**config.mk**
```make
export PLATFORM = sky130hd
export DESIGN_NAME = scratch_stack_ctrl
export DESIGN_NICKNAME = d
export VERILOG_FILES = /design/src/rtl/scratch_stack_ctrl.sv
export SDC_FILE = /design/constraint.sdc
export NUM_CORES = 1
export LEC_CHECK = 0
export CORE_MARGIN = 1
export CORE_UTILIZATION = 53
export CTS_BUF_LIST = sky130_fd_sc_hd__clkbuf_8
export CTS_CLUSTER_SIZE = 16
export DETAILED_ROUTE_END_ITERATION = 6
export PLACE_DENSITY = 0.88
export SYNTH_ARGS = -nofsm -noshare
export SYNTH_HDL_FRONTEND = slang
export SYNTH_SLANG_ARGS = --single-unit
```
**constraint.sdc**
```tcl
create_clock -name CLK -period 4.6 [get_ports CLK]
set_input_delay 0.92 -clock CLK [delete_from_list [all_inputs] [get_ports CLK]]
set_output_delay 0.92 -clock CLK [all_outputs]
set_load 0.02 [all_outputs]
```
**src/rtl/scratch_stack_ctrl.sv**
```systemverilog
// Register-cached operand stack: TOS/NOS in flops, deeper entries spilled to an external synchronous RAM.
// Spills take one WR cycle and refills take three read cycles; cmd_ready is high only while idle.
module scratch_stack_ctrl #(
   parameter int AW = 8,
   parameter int DW = 32
) (
   input  logic          CLK,
   input  logic          resetn,
   input  logic          cmd_valid,
   output logic          cmd_ready,
   input  logic [2:0]    cmd_op,
   input  logic [DW-1:0] cmd_data,
   output logic [DW-1:0] tos,
   output logic [DW-1:0] nos,
   output logic [AW+1:0] depth,
   output logic          err_overflow,
   output logic          err_underflow,
   input  logic          err_clr,
   output logic [AW-1:0] ram_addr,
   output logic [DW-1:0] ram_wdata,
   output logic          ram_wen,
   input  logic [DW-1:0] ram_rdata
);

   localparam logic [2:0] OP_PUSH  = 3'd0;
   localparam logic [2:0] OP_POP   = 3'd1;
   localparam logic [2:0] OP_REPL2 = 3'd2;
   localparam logic [2:0] OP_DUP   = 3'd3;
   localparam logic [2:0] OP_OVER  = 3'd4;
   localparam logic [2:0] OP_SWAP  = 3'd5;

   localparam int            MAX_I     = (1 << AW) + 2;
   localparam logic [AW+1:0] MAX_DEPTH = MAX_I[AW+1:0];
   localparam logic [AW+1:0] D_ZERO    = '0;
   localparam logic [AW+1:0] D_ONE     = 1;
   localparam logic [AW+1:0] D_TWO     = 2;
   localparam logic [AW:0]   S_ONE     = 1;

   typedef enum logic [2:0] {IDLE, WR, RD0, RD1, RD2} state_t;

   state_t        state, state_nxt;
   logic [DW-1:0] tos_nxt, nos_nxt, wdata_nxt;
   logic [AW+1:0] depth_nxt;
   logic [AW:0]   sp, sp_nxt, sp_dec;
   logic [AW-1:0] addr_nxt;
   logic          ovf_set, unf_set;
   logic          is_empty, lt2, is_full, has_below;

   assign cmd_ready = (state == IDLE);
   // Write enable is decoded from state so an asynchronous reset removes it at once.
   assign ram_wen   = (state == WR);

   assign is_empty  = (depth == D_ZERO);
   assign lt2       = (depth < D_TWO);
   assign is_full   = (depth == MAX_DEPTH);
   assign has_below = (depth > D_TWO);
   assign sp_dec    = sp - S_ONE;

   always_comb begin
      state_nxt = state;
      tos_nxt   = tos;
      nos_nxt   = nos;
      depth_nxt = depth;
      sp_nxt    = sp;
      addr_nxt  = ram_addr;
      wdata_nxt = ram_wdata;
      ovf_set   = 1'b0;
      unf_set   = 1'b0;
      case (state)
         IDLE: begin
            if (cmd_valid) begin
               case (cmd_op)
                  OP_PUSH, OP_DUP, OP_OVER: begin
                     if ((cmd_op == OP_DUP && is_empty) || (cmd_op == OP_OVER && lt2)) begin
                        unf_set = 1'b1;
                     end else if (is_full) begin
                        ovf_set = 1'b1;
                     end else begin
                        if (cmd_op == OP_PUSH)     tos_nxt = cmd_data;
                        else if (cmd_op == OP_OVER) tos_nxt = nos;
                        nos_nxt   = tos;
                        depth_nxt = depth + D_ONE;
                        if (!lt2) begin
                           addr_nxt  = sp[AW-1:0];
                           wdata_nxt = nos;
                           state_nxt = WR;
                        end
                     end
                  end
                  OP_POP, OP_REPL2: begin
                     if ((cmd_op == OP_POP && is_empty) || (cmd_op == OP_REPL2 && lt2)) begin
                        unf_set = 1'b1;
                     end else begin
                        tos_nxt   = (cmd_op == OP_POP) ? nos : cmd_data;
                        depth_nxt = depth - D_ONE;
                        if (has_below) begin
                           sp_nxt    = sp_dec;
                           addr_nxt  = sp_dec[AW-1:0];
                           state_nxt = RD0;
                        end else begin
                           nos_nxt = '0;
                        end
                     end
                  end
                  OP_SWAP: begin
                     if (lt2) begin
                        unf_set = 1'b1;
                     end else begin
                        tos_nxt = nos;
                        nos_nxt = tos;
                     end
                  end
                  default: ;
               endcase
            end
         end
         WR: begin
            sp_nxt    = sp + S_ONE;
            state_nxt = IDLE;
         end
         RD0: state_nxt = RD1;
         RD1: state_nxt = RD2;
         RD2: begin
            nos_nxt   = ram_rdata;
            state_nxt = IDLE;
         end
         default: state_nxt = IDLE;
      endcase
   end

   always_ff @(posedge CLK or negedge resetn) begin
      if (!resetn) begin
         state         <= IDLE;
         tos           <= '0;
         nos           <= '0;
         depth         <= '0;
         sp            <= '0;
         ram_addr      <= '0;
         ram_wdata     <= '0;
         err_overflow  <= 1'b0;
         err_underflow <= 1'b0;
      end else begin
         state         <= state_nxt;
         tos           <= tos_nxt;
         nos           <= nos_nxt;
         depth         <= depth_nxt;
         sp            <= sp_nxt;
         ram_addr      <= addr_nxt;
         ram_wdata     <= wdata_nxt;
         // A fresh error on the same edge as err_clr keeps the flag set.
         err_overflow  <= ovf_set | (err_overflow & ~err_clr);
         err_underflow <= unf_set | (err_underflow & ~err_clr);
      end
   end

endmodule

```
Word level (Yosys, flattened, before mapping)
Cells that the tools add are included.
W data, S select, Z words.
Operators by class
  reduce and logical (&&, ||, !) cells: 22
  add/sub/neg operators: 4
  eq/ne operators: 30
  multiplexer cells: 50
  $lt $le $gt $ge: 2
  bitwise gates (word level): 8
Operators with widths (number)
  $mux W32: 13
  $pmux W32 S3: 2
  $pmux W32 S2: 1
  $mux W8: 5
  $mux W9: 4
  $mux W10: 3
  $ne A3 B3 Y1 const B: 8
  $reduce_and A8 Y1: 3
  $pmux W10 S2: 1
  $mux W3: 6
  $pmux W9 S2: 1
  $ne A2 B2 Y1 const B: 8
  $pmux W8 S2: 1
  $eq A3 B2 Y1 const B: 4
  $reduce_and A6 Y1: 2
  $add A10 B1 Y10 const B: 1
  $eq A10 B9 Y1 const B: 1
  $gt A10 B2 Y1 const B: 1
  $logic_not A10 Y1: 1
  $lt A10 B2 Y1 const B: 1
  $mux W1: 10
  $sub A10 B1 Y10 const B: 1
  $add A9 B1 Y9 const B: 1
  $eq A3 B3 Y1 const B: 3
  other kinds (20): 34
Word-level totals
  bits of input ports: 71
  output and inout port bits: 118
  flip-flop bits (word level): 128
  logic and storage cells: 125

Depth between registers and ports, before layout
Gate-level depths: netlist of run 1.
  word-level depth: 8
  depth in mapped cells: 10
  depth with buffers taken out: 10

Worst setup path after synthesis of run 1
No wires, ideal clock.
  path kind: input-to-reg
  start: input port cmd_op[0]
  end: register depth[8]
  arrival: 2.810 ns
  path buffers: 0
  cell stages on the path: 10
  setup slack: 1.662 ns
  required time: 4.472 ns
  cell sequence: nand2b_1 > a21o_1 > inv_2 > ha_1 > a21o_1 > a211oi_1 > o21ai_0 > a21oi_1 > xnor2_1 > mux2_1
On the way
  word-level cells in the longest chain between the ends: 5
  elaborated cells on any way between the ends: 19
RTL lines
  start, declared: line 11  | input logic [2:0] cmd_op,
  $eq A3 B1 Y1, or another cell as far along: line 72, 91
  $logic_and A1 B1 Y1 (on tied branches): line 91, 74
  $logic_or A1 B1 Y1 (on tied branches): line 91, 74
  $ne A2 B2 Y1 (no line)
  $reduce_and A6 Y1 (no line)
  end signal, assigned: line 146  | depth <= depth_nxt;
  end, declared: line 15  | output logic [AW+1:0] depth,
Parallel ways exist; a longest one is shown, timed or not.
A chain may end at the register's enable or synchronous reset.

Worst setup path in the final report of run 1
Same ends and word-level chain as after synthesis.

==> summary.md, run 1 <==
| Metric | Value |
|---|---|
| Layout fillers | `744` |
| Setup total negative slack | `0 ns` |
| DP HPWL | `12050 microns` |
| Worst Skew | `0.005937 ns` |
| Outcome | `finished with violations` |
| Synthesis-stage register bit count | `127` |
| CP peak stage delay | `0.65 ns` |
| RePlAce Congestion | `0.9137` |
| DIE WIDTH | `111.6 microns` |
| Clk slew on worst S/H paths | `0.07 ns` |
| Power Dens Cells | `696.2 nW/um^2` |
| Critical-path cell list | `clkdlybuf4s50_1 > nand2b_1 > a21o_1 > inv_2 > ha_1 > a21o_1 > a211oi_1 > o21ai_0 > a21oi_1 > xnor2_1 > mux2_1` |
| Crit path kind | `in2reg` |
| Drt first pass iters | `7` |
| Max frequency | `0.2813 GHz` |
| Synth top area cells | `dfrtp_1 (50%), mux2_2 (6.5%), mux2i_1 (5.2%)` |
| Core footprint | `11560 sq um` |
| Share of the synthesized area in the top cell type | `0.4996` |
| Most common library cells after synthesis | `dfrtp_1 (127), nand2_1 (86), a21oi_1 (54)` |
| HP Class | `reg2reg` |
| Post-synth top area cell | `dfrtp_1` |
| Post-synthesis sequential area ratio | `0.4996` |
| Per-cell routed wire length | `18.55 microns` |
| Largest net degree at the start of global routing | `77` |
| Clock root cell | `clkbuf_8` |
| Cell row count | `39` |
| First-pass GRT wire length | `29190 microns` |
| Syn Inst Count | `622` |
| Synth Net Count | `704` |
| Max Cap Violations | `0` |
| Die Area | `12440 sq um` |
| Req. time, crit path | `4.94 ns` |
| Post-synth ARST share | `1.000` |
| Die height | `111.6 microns` |
| Worst slew margin | `0.2725` |
| Tcrit/Tclk final | `0.7729` |
| FF/Latch Area | `3178 sq um` |
| Top-count cell post-synth | `dfrtp_1` |
| Worst hold margin | `0.4966 ns` |
| Startpoint types | `primary input` |
| Leakage | `3.847 nW` |
| Net count, final | `878` |
| WP data arrival | `3.90 ns` |
| DRT iter0 DRCs | `458` |
| Worst skew pair latency | `0.46 ns` |
| Synthesized cell area | `6361 sq um` |
| Grt ovf | `0` |
| Diodes inserted | `0` |
| Initial antenna violation count | `0` |
| Final hold violation count | `0` |
| Delay-heaviest family, CP | `compound AO/OA/AOI/OAI gates` |
| Worst-Margin Slew | `1.089 ns` |
| Port bufs | `188` |
| Top-level port count | `189` |
| Crit. End Element | `flip-flop` |
| DR vias | `5562` |
| Via density per instance | `5.842` |
| Share of cells above drive strength 1 | `0.1162` |
| # hold bufs at CTS | `0` |
| Worst-path maximum fanout | `18` |
| Layout area overhead | `38.00%` |
| Resized cells post-CTS | `0` |
| DRC viols | `8` |
| Clock tree buffer depth | `2` |
| Slew Limit Fails | `0` |
| Setup Viol. Count Final | `0` |
| Initial core utilization | `0.5500` |
| Area occupied by multi-input gates | `2995 sq um` |
| Htree depth | `4` |
| CTS tree | `done` |
| RSZ-0062 raised after global routing | `no` |
| Vias in the first global route | `5719` |
| WP buf/inv | `2` |
| Final antenna-violating net count | `0` |
| Post-synth EDFFs | `0` |
| Tot Pwr | `6.111 mW` |
| Period minus WS final | `3.555 ns` |
| Failing checks | `DRC` |
| Crit-path slowest cell | `clkdlybuf4s50_1` |
| Final wirelength | `17660 microns` |
| GRT Util Overall | `0.3011` |
| Clk sink count | `127` |
| Setup bufs post-CTS | `0` |
| Number of library cell types mapped by synthesis | `55` |
| Top_reg_cell synth | `dfrtp_1` |
| Ys Warns | `0` |
| Peak VDD IR | `451.6 uV` |
| R2r setup slk | `1.89 ns` |
| CTS Buf Count | `17` |
| Most frequent CP cell | `a21o_1` |
| Mean Syn Cell Area | `10.23 sq um` |
[sequential cells by signal (all words and copies together) (netlist names)]
name           count
depth             10
ram_addr           8
nos               32
ram_wdata         32
state              3
err_overflow       1
sp                 8
tos               32
err_underflow      1
[logic make-up after synthesis]
logic type                 count (synthesis)  synth area share
xor gates and xnor gates                  22           0.03029
AOI/OAI and AO/OA                        159            0.1404
DFF                                      127            0.4996
and+or+nand+nor                          178            0.1408
buffers and inverters                     49           0.03501
adders and majority gates                 11           0.02282
muxes                                     76            0.1310
[layout make-up]
type                            instances  area share
Clock inverter                         13     0.01938
Tap cell                              143     0.02038
Multi-Input combinational cell        446      0.3412
Timing Repair Buffer                  196      0.2238
Sequential cell                       127      0.3620
Clock buffer                           19     0.02979
Inverter                                8    0.003421
[routing by layer]
layer | part of all wire | global-route usage | up-vias
li1 | - | - | 2544
met1 | 0.40 | 0.3754 | 2713
met2 | 0.48 | 0.4792 | 265
met3 | 0.089 | 0.1034 | 40
met4 | 0.026 | 0.1279 | 0
met5 | 0 | 0 | -
[worst paths after layout]
check | from | cells past startpoint | endpoint
setup / recovery | cmd_op[0] | 11 | depth[8]
min in group asynchronous | resetn | 1 | tos[6]
setup reg to reg | depth[3] | 7 | nos[18]
hold reg to reg | sp[7] | 1 | sp[7]
hold / removal | sp[7] | 1 | sp[7]
max in group asynchronous | resetn | 2 | sp[6]
[power by group]
| group | internal (mW) | switching (mW) |
|---|---|---|
| clock network | 0.610 | 0.446 |
| registers | 1.59 | 0.489 |
| logic | 1.43 | 1.55 |
[metrics by stage]
stage                     utilization  instances  setup slack (ns)  area [sq um]
after floorplan                     -        622             1.662          6361
after global placement         0.7217        920            0.7796          8347
after detailed placement       0.7217        920            0.6750          8347
after CTS                      0.7591        952             1.146          8778
after global routing           0.7591        952            0.8868          8778
final                          0.7591        952             1.045          8778
[cell usage in the layout, fill, tap and decap left out, types with 3 or more instances in the layout]
| cell | count |
|---|---|
| ha_1 | 10 |
| nor3_1 | 7 |
| o21ai_0 | 41 |
| mux2_2 | 37 |
| a21o_1 | 4 |
| clkdlybuf4s50_1 | 187 |
| o21ai_1 | 37 |
| clkinv_2 | 4 |
| bufinv_16 | 4 |
| nor2_1 | 15 |
| and3_1 | 35 |
| xor2_1 | 8 |
| clkbuf_8 | 19 |
| mux2i_1 | 33 |
| nand2_1 | 86 |
| dfrtp_1 | 127 |
| a211oi_1 | 4 |
| inv_1 | 9 |
| and2_1 | 4 |
| o21a_1 | 4 |
| nand2b_1 | 4 |
| nand4_1 | 3 |
| buf_4 | 7 |
| nor3b_1 | 5 |
| xnor2_1 | 14 |
| clkinvlp_4 | 3 |
| mux2_4 | 5 |
| a21oi_1 | 54 |
[worst reg2reg max path, stage by stage (launching register included)]
cell,delay (ns)
dfrtp_1,0.46
nor4_4,0.44
nand4_1,0.21
a222oi_1,0.54
o2111ai_4,0.32
buf_4,0.39
nand2_1,0.14
o21ai_1,0.07
Power figures use the tool's default switching activity.
==> run 2, diff against run 1 <==
CORE_UTILIZATION = 49   (was 53)
PLACE_DENSITY = 0.83   (was 0.88)
clock period = 3.3 ns   (was 4.6 ns; I/O delays follow)
==> summary.md, run 2 (synthesis gave the netlist of run 1 again) <==
| Metric | Value |
|---|---|
| Worst-path maximum fanout | `16 (-2)` |
| Die Area | `13440 sq um (+8.0%)` |
| Outcome | `finished, final reports clean` |
| Max frequency | `0.3503 GHz` |
| DP HPWL | `12350 microns (+2.4%)` |
| Drt first pass iters | `6 (-1)` |
| FF-to-FF End | `nos[4]` |
| Setup bufs post-CTS | `0 (unchanged)` |
| Layout fillers | `959 (+29%)` |
| Worst-Margin Slew | `1.138 ns (+0.04908 ns)` |
| Req. time, crit path | `3.61 ns (-1.33 ns)` |
| Clk slew on worst S/H paths | `0.07 ns (about the same)` |
| Clock power frac | `0.149 (-0.024)` |
| Worst Skew | `0.01061 ns (+0.004674 ns)` |
| Final wirelength | `17730 microns (+0.38%)` |
| # hold bufs at CTS | `0 (unchanged)` |
| Crit. End Element | `flip-flop` |
| First-pass GRT wire length | `28620 microns (-2.0%)` |
| Leakage | `3.860 nW (+0.33%)` |
| Port bufs | `188 (unchanged)` |
| Area after DPL | `8451 sq um (+1.2%)` |
| Setup total negative slack | `0 ns (unchanged)` |
| Cell area after layout | `8806 sq um (+0.31%)` |
| Crit path kind | `in2reg` |
| DRC viols | `0 (-8)` |
| Combinational share of power | `0.503 (+0.016)` |
| Diodes inserted | `0 (unchanged)` |
| Per-cell routed wire length | `17.96 microns (-3.2%)` |
| Peak VDD IR | `628.1 uV (+39%)` |
| Most common cell after layout, fill and taps aside | `clkdlybuf4s50_1` |
| Pre-CTS setup slack | `0.009553 ns (-0.6655 ns)` |
| WP data arrival | `3.17 ns (-0.73 ns)` |
| Worst slew margin | `0.2397 (-0.03280)` |
| Share of cells above drive strength 1 | `0.1239 (+0.007734)` |
| Most frequent cells in the layout | `clkdlybuf4s50_1 (187), dfrtp_1 (127), nand2_1 (86)` |
| Net count, final | `887 (+1.0%)` |
| Clk sink count | `127 (unchanged)` |
| RSZ-0062 raised after global routing | `no` |
| Tot Pwr | `8.288 mW (+36%)` |
| Sw frac | `0.4109 (+0.004291)` |
| Max Cap Violations | `0 (unchanged)` |
| CTS tree | `done` |
| Slack of the critical path | `0.4456 ns (-0.5989 ns)` |
| Layout area overhead | `38.43%` |
| Top-level port count | `189 (unchanged)` |
| R2r setup slk | `0.92 ns (-0.97 ns)` |
| CTS Buf Count | `17 (unchanged)` |
| DR vias | `5497 (-1.2%)` |
| RePlAce Congestion | `0.8861 (-3.0%)` |
| GRT Util Overall | `0.2835 (-0.01755)` |
| Cell row count | `41 (+5.1%)` |
| Internal power | `4.883 mW (+35%)` |
| Setup Viol. Count Final | `0 (unchanged)` |
| Tcrit/Tclk final | `0.8650` |
| Largest net degree at the start of global routing | `54 (-30%)` |
| Htree depth | `4 (unchanged)` |
| DRT iter0 DRCs | `290 (-37%)` |
| Net Sw Power | `3.406 mW (+37%)` |
| Final antenna-violating net count | `0 (unchanged)` |
| Worst skew pair latency | `0.44 ns (-0.02 ns)` |
| R2r startpoint | `state[0]` |
| Biggest regs | `nos x32, ram_wdata x32, tos x32` |
| Power Dens Cells | `941.2 nW/um^2 (+35%)` |
| DIE WIDTH | `115.9 microns (+3.9%)` |
| Startpoint types | `primary input` |
| Period minus WS final | `2.854 ns` |
| Resized cells post-CTS | `0 (unchanged)` |
| Slew Limit Fails | `0 (unchanged)` |
| Reg2Reg Depth | `5 (-2)` |
| Grt ovf | `0 (unchanged)` |
| Clock root cell | `clkbuf_8` |
| Core footprint | `12620 sq um (+9.1%)` |
| Sequential power share | `0.348 (+0.008)` |
| Vias in the first global route | `5578 (-2.5%)` |
| Die height | `115.9 microns (+3.9%)` |
| Initial antenna violation count | `0 (unchanged)` |
| Final hold violation count | `0 (unchanged)` |
| HP Class | `in2async` |
| Via density per instance | `5.569 (-4.7%)` |
| Initial core utilization | `0.5041 (-0.04597)` |
| Clock tree buffer depth | `2 (unchanged)` |
## run 2: how the worst max path moves through the flow
stage                    from  endpoint  slack (ns)  depth (start not counted)
CTS                 cmd_op[0]  depth[5]        0.47                         12
global route        cmd_op[0]  depth[9]        0.30                         12
global placement    cmd_op[0]  depth[8]        0.15                         11
detailed placement  cmd_op[0]  depth[5]        0.01                         12
finish              cmd_op[0]  depth[5]        0.45                         12
floorplan           cmd_op[0]  depth[8]        0.62                         10
## run 2: power groups by stage
stage	registers, mW	clock network (mW)	logic (mW)
CTS	2.88	1.25	4.19
global placement	2.85	0	4.05
floorplan	3.42	0	1.75
global route	2.98	1.33	4.50
finish	2.89	1.23	4.17
detailed placement	2.89	0	4.17
## run 2: final cells by class
type	instances	area, sq um	share of cell area
clock inverter	8	66.31	0.007531
timing repair buffer	205	2032	0.2307
tap	172	215.2	0.02444
clock buffer	21	289.0	0.03282
sequential	127	3178	0.3609
multi-input combinational	446	2995	0.3402
inverter	8	30.03	0.003410
## run 2: worst max-delay path: stages
cell and delay (ns):
clkdlybuf4s50_1 0.45, nand2b_1 0.19, a21o_1 0.19, inv_2 0.08, buf_4 0.22, ha_1 0.27, a211oi_1 0.25, nor2_1 0.11
o21ai_0 0.23, nor2b_1 0.19, xnor2_1 0.08, mux2_2 0.26
## run 2: metal layers
layer,track usage,vias up,share of wire
met1,0.3365,2694,0.41
li1,-,2563,-
met3,0.1015,28,0.080
met2,0.4722,212,0.49
met4,0.1077,0,0.017
met5,0,-,0
## run 2: through the flow
stage / hold WS [ns] / util / instances
4_1_cts: 0.2192 / 0.6978 / 987
2_1_floorplan: 0.3644 / - / 622
5_1_grt: 0.2407 / 0.6978 / 987
6_report: 0.2238 / 0.6978 / 987
3_5_place_dp: 0.4808 / 0.6696 / 958
3_3_place_gp: 0.4775 / 0.6696 / 958
